==> src/rtl/memctrl_responder.sv <==
// memctrl_responder: answers decoded peripheral requests with WAIT, performs the memory access,
// then replies READY with data, or RETRANSMIT on a corrupt request or memory timeout.
module memctrl_responder #(
    parameter int MEM_TIMEOUT = 255
) (
    input  logic        clk,
    input  logic        reset,
    input  logic        iRxFlag,
    input  logic        iRead,
    input  logic        iWrite,
    input  logic [23:0] iAddr,
    input  logic [31:0] iData,
    input  logic        iError,
    input  logic        iTxDone,
    output logic        oTransmit,
    output logic [95:0] oOutputMsg,
    output logic        oMemReq,
    output logic        oMemWe,
    output logic [23:0] oMemAddr,
    output logic [31:0] oMemWData,
    input  logic        iMemAck,
    input  logic [31:0] iMemRData,
    output logic        oBusy,
    output logic        oOverrun,
    output logic [7:0]  oRetryCount
);
    typedef enum logic [2:0] {
        IDLE, TX_WAIT, DONE_WAIT, MEM, TX_READY, DONE_READY, TX_RETRY, DONE_RETRY
    } state_t;

    state_t     state;
    logic       isRead;
    logic [7:0] memCnt;
    logic       reqBad;
    logic [7:0] retryNext;

    function automatic logic [95:0] mkMsg(input logic [15:0] hdr, input logic [31:0] data,
                                          input logic [23:0] addr, input logic [7:0] err);
        return {8'h0F, hdr, data, addr, err, 8'hF0};
    endfunction

    assign reqBad    = iError | (iRead == iWrite);
    assign retryNext = (oRetryCount == 8'hFF) ? oRetryCount : oRetryCount + 8'd1;
    assign oBusy     = state != IDLE;
    assign oMemWe    = oMemReq & ~isRead;

    always_ff @(posedge clk or posedge reset) begin
        if (reset) begin
            state       <= IDLE;
            isRead      <= 1'b0;
            memCnt      <= 8'd0;
            oTransmit   <= 1'b0;
            oOutputMsg  <= 96'd0;
            oMemReq     <= 1'b0;
            oMemAddr    <= 24'd0;
            oMemWData   <= 32'd0;
            oOverrun    <= 1'b0;
            oRetryCount <= 8'd0;
        end else begin
            oTransmit <= 1'b0;
            if (iRxFlag && state != IDLE)
                oOverrun <= 1'b1;
            case (state)
                IDLE: if (iRxFlag) begin
                    oMemAddr  <= iAddr;
                    oMemWData <= iData;
                    isRead    <= iRead;
                    oTransmit <= 1'b1;
                    if (reqBad) begin
                        state       <= TX_RETRY;
                        oOutputMsg  <= mkMsg(16'hFFF3, 32'd0, iAddr, 8'hFF);
                        oRetryCount <= retryNext;
                    end else begin
                        state      <= TX_WAIT;
                        oOutputMsg <= mkMsg(16'hFFF1, 32'd0, iAddr, 8'h00);
                    end
                end
                TX_WAIT: state <= DONE_WAIT;
                DONE_WAIT: if (iTxDone) begin
                    state   <= MEM;
                    oMemReq <= 1'b1;
                    memCnt  <= 8'd0;
                end
                // ack on the last allowed cycle still wins over the timeout
                MEM: if (iMemAck) begin
                    state      <= TX_READY;
                    oMemReq    <= 1'b0;
                    oTransmit  <= 1'b1;
                    oOutputMsg <= mkMsg(16'hFFF2, isRead ? iMemRData : oMemWData, oMemAddr, 8'h00);
                end else if (memCnt == 8'(MEM_TIMEOUT - 1)) begin
                    state       <= TX_RETRY;
                    oMemReq     <= 1'b0;
                    oTransmit   <= 1'b1;
                    oOutputMsg  <= mkMsg(16'hFFF3, 32'd0, oMemAddr, 8'hFF);
                    oRetryCount <= retryNext;
                end else begin
                    memCnt <= memCnt + 8'd1;
                end
                TX_READY:   state <= DONE_READY;
                DONE_READY: if (iTxDone) state <= IDLE;
                TX_RETRY:   state <= DONE_RETRY;
                DONE_RETRY: if (iTxDone) state <= IDLE;
                default:    state <= IDLE;
            endcase
        end
    end
endmodule

==> config.mk <==
export PLATFORM = sky130hd
export DESIGN_NAME = memctrl_responder
export DESIGN_NICKNAME = d
export VERILOG_FILES = /design/src/rtl/memctrl_responder.sv
export SDC_FILE = /design/constraint.sdc
export NUM_CORES = 1
export LEC_CHECK = 0
export BUFFER_PORTS_ARGS = -buffer_cell sky130_fd_sc_hd__buf_2
export CORE_MARGIN = 1
export CORE_UTILIZATION = 43
export CTS_CLUSTER_DIAMETER = 150
export DETAILED_ROUTE_END_ITERATION = 16
export PLACE_DENSITY = 0.78
export SLEW_MARGIN = 15
export SYNTH_ARGS = -nofsm -noshare
export SYNTH_HDL_FRONTEND = slang
export SYNTH_SLANG_ARGS = --single-unit
==> constraint.sdc <==
create_clock -name clk -period 5.84 [get_ports clk]
set_input_delay 0.876 -clock clk [delete_from_list [all_inputs] [get_ports clk]]
set_output_delay 0.876 -clock clk [all_outputs]
set_load 0.02 [all_outputs]
==> metrics.md <==
| Metric | Value |
|---|---|
| Netlist cell types | `40` |
| Fmax | `0.3511 GHz` |
| Min-delay worst type | `flip-flop to flip-flop` |
| Final period util | `48.77%` |
| Dpl cell area | `0.007392 mm2` |
| Clk_skew | `0.007512 ns` |
| CTS H-tree depth | `4` |
| RSZ-0062 raised after global routing | `false` |
| Vias per cell | `4.916` |
| Clock transition at the registers of the reported paths | `0.06 ns` |
| Global-route wire length before repair | `22.57 mm` |
| Status | `complete, no violations` |
| Cts repair resizes | `0` |
| DIE HEIGHT | `122.5 um` |
| Share of layout cells above drive strength 1 | `45.82%` |
| LEAKAGE | `4.002 nW` |
| Routed vias | `4,651` |
| Crit Path Category | `flip-flop to flip-flop` |
| Max-slew headroom | `32.15%` |
| ANT nets after route | `0` |
| Worst ir drop on vdd | `0.3278 mV` |
| Postcts setup bufs | `0` |
| Total track usage | `19.63%` |
| Sequential-to-total area share from yosys stat | `55.74%` |
| Initial core utilization | `44.44%` |
| DIE WIDTH | `122.5 um` |
| Post-Route WL | `14.30 mm` |
| WHS Path Cells | `1` |
| Largest cells by area after synthesis | `dfrtp_1 (56%), mux2_2 (10%), mux2i_1 (9.0%), o21ai_0 (5.4%), buf_4 (4.6%)` |
| Multi-input gate area | `0.002379 mm2` |
| Yosys warns | `0` |
| Clock Latency Late Sink | `0.41 ns` |
| Worst-margin pin slew | `1.015 ns` |
| Routability congestion estimate | `0.7968` |
| Initial antenna violation count | `0` |
| Die ar. | `0.01500 mm2` |
| CP Data Arrival Time | `3.10 ns` |
| Worst Path Required | `6.09 ns` |
| Hold endpoint | `oOverrun` |
| Avg Cell Area, Syn | `11.64 um2` |
| Area grow syn2layout | `28.19%` |
| Root Buffer Master | `clkbuf_16` |
| Final Slew Violations | `0` |
| Ant. Diodes | `0` |
| # clock sinks | `139` |
| Nets | `852` |
| Largest net degree at the start of global routing | `74` |
| Reg-to-Reg Start | `state[2]` |
| Total negative slack | `0 ns` |
| CP cell instances | `inv_1, and3_2, a21oi_4, buf_4, a222oi_1` |
| Final min period | `2.848 ns` |
| Hold Fails Final Rpt | `0` |
| Post-synthesis cell type with the largest combined area | `dfrtp_1` |
| Post-Synthesis Cell Area | `0.006240 mm2` |
| Max Root-Sink Buffers | `2` |
| MaxCap Viol Count | `0` |
| CP Max Fanout | `58` |
| Clock tree from TritonCTS | `built` |
| Global route overflow | `0` |
| IO Count | `261` |
| Crit path capture type | `flip-flop` |
| DRC errors left | `0` |
| Storage element area | `0.003480 mm2` |
| Core ar. | `0.01404 mm2` |
| Hpwl dp | `9.920 mm` |
| Mapped Cells | `536` |
| Wire per inst | `15.11 um` |
| Hold Startpoint | `oOverrun` |
| CP max stage cell | `a21oi_4` |
| Final setup fails | `0` |
| CTS Buf Count | `17` |
| Drt first pass iters | `4` |
| Reg2reg end | `oOutputMsg[15]` |
| Fillers | `1,225` |
| Hold buffer count at CTS | `0` |
| R2R setup slack | `2.99 ns` |
| CP max stage delay | `0.72 ns` |
| Reg2reg path depth | `5` |
| Detailed Route Iter0 Violations | `147` |
| IO Port Bufs | `250` |
| Top-area cell type share of the netlist area | `55.74%` |
| Final Cell Area | `0.007999 mm2` |
| CP startpoint kind | `flip-flop` |
| Flop and latch count out of synthesis | `139` |
| Rows | `43` |
| Number of global-route vias before repair | `4,520` |
| Pwr Density | `598.6 mW/mm2` |
state kept, by name, indices dropped and copies added (netlist names):
register	cells
oMemWData	32
memCnt	8
isRead	1
oMemReq	1
oRetryCount	8
oOverrun	1
state	3
oOutputMsg	60
oMemAddr	24
oTransmit	1
layout make-up:
| class | instances | area share, % |
|---|---|---|
| Multi-Input combinational cell | 335 | 29.74 |
| Timing Repair Buffer | 254 | 16.02 |
| Tap cell | 180 | 2.816 |
| Sequential cell | 139 | 43.50 |
| Clock inverter | 13 | 2.049 |
| Inverter | 6 | 0.3441 |
| Clock buffer | 19 | 5.537 |
worst max path at each step:
| stage | from | endpoint | slack (ns) |
|---|---|---|---|
| floorplan | reset | isRead | 1.24 |
| global placement | iRxFlag | oRetryCount[5] | 2.94 |
| detailed placement | iRxFlag | oRetryCount[5] | 2.86 |
| CTS | state[2] | oOutputMsg[23] | 2.98 |
| global route | state[2] | oOutputMsg[31] | 2.74 |
| finish | state[2] | oOutputMsg[15] | 2.99 |
per-stage QoR:
step	std cells	setup WS (ns)	power (mW)	hold slack, ns	utilization, %
after floorplan	545	1.239	3.081	0.4453	-
after global placement	914	2.943	3.655	0.4366	52.64
after detailed placement	914	2.865	3.718	0.4440	52.64
after CTS	946	2.981	4.834	0.4569	56.96
after global routing	946	2.743	5.089	0.4802	56.96
final	946	2.992	4.788	0.4540	56.96
layer usage:
layer / GRT usage, % / routed length [um] / up-vias
met1: 23.88 / 6065 / 2210
met3: 6.552 / 960 / 22
met2: 32.34 / 6999 / 170
met4: 7.088 / 272 / 0
met5: 0 / 0 / -
li1: - / - / 2249
cell usage in the layout (no fill, tap or decap), types with 3 or more instances in the layout:
master	n
buf_2	250
mux2_2	58
xnor2_1	6
nand3_1	10
nor2_1	10
inv_6	4
o21ai_0	67
inv_1	5
nand4_1	3
dfrtp_1	138
ha_1	3
a21oi_1	3
conb_1	10
xor2_1	3
bufinv_16	3
o31ai_1	3
clkinv_2	3
nand2_1	73
buf_4	4
clkbuf_16	17
mux2i_1	56
and2_1	3
cells by family (layout without fill, tap and decap cells):
family	count (synthesis)	in the layout	synth area share [%]
AO/OA/AOI/OAI	89	89	8.041
buffers and inverters	71	292	6.878
multiplexers	114	114	19.45
flip-flops	139	139	55.75
XOR/XNOR	9	9	1.263
adder cells (fa/ha/maj)	3	3	0.6016
other	1	10	0.06010
AND/OR/NAND/NOR	110	110	7.961
synth_stat cells:
cell / count
o221ai_2: 1
o32a_1: 1
a22oi_1: 1
nor4b_4: 1
o21ai_0: 67
nand4_1: 3
and4bb_1: 1
nor2_1: 10
a21oi_1: 4
mux2_2: 58
xor2_1: 3
o31ai_1: 3
a222oi_1: 1
conb_1: 1
nor2b_1: 1
o221a_2: 1
o21bai_1: 2
inv_1: 6
o21a_1: 2
nand3_1: 10
xnor2_1: 6
ha_1: 3
clkbuf_1: 11
or3_4: 1
nor3_1: 2
a31oi_1: 1
a2bb2oi_1: 1
a21o_1: 1
and2_1: 3
mux2i_1: 56
nand3b_1: 1
buf_4: 38
nand2b_1: 1
and3_1: 2
o21ai_1: 2
buf_2: 16
dfrtp_1: 139
nor3b_1: 1
a211oi_1: 1
nand2_1: 73
report_power, final:
group,internal [mW],switching [mW]
sequential,1.38,0.298
combinational,0.784,1.22
clock,0.686,0.418
total,2.85,1.94
worst max-delay path: cells and delay by family, from the launching register on:
family	cells	cell delay, ns
compound gates	2	0.88
flops	1	0.53
buf+inv	2	0.70
simple gates	1	0.55
Note: power is estimated with default switching activity, not from simulation.
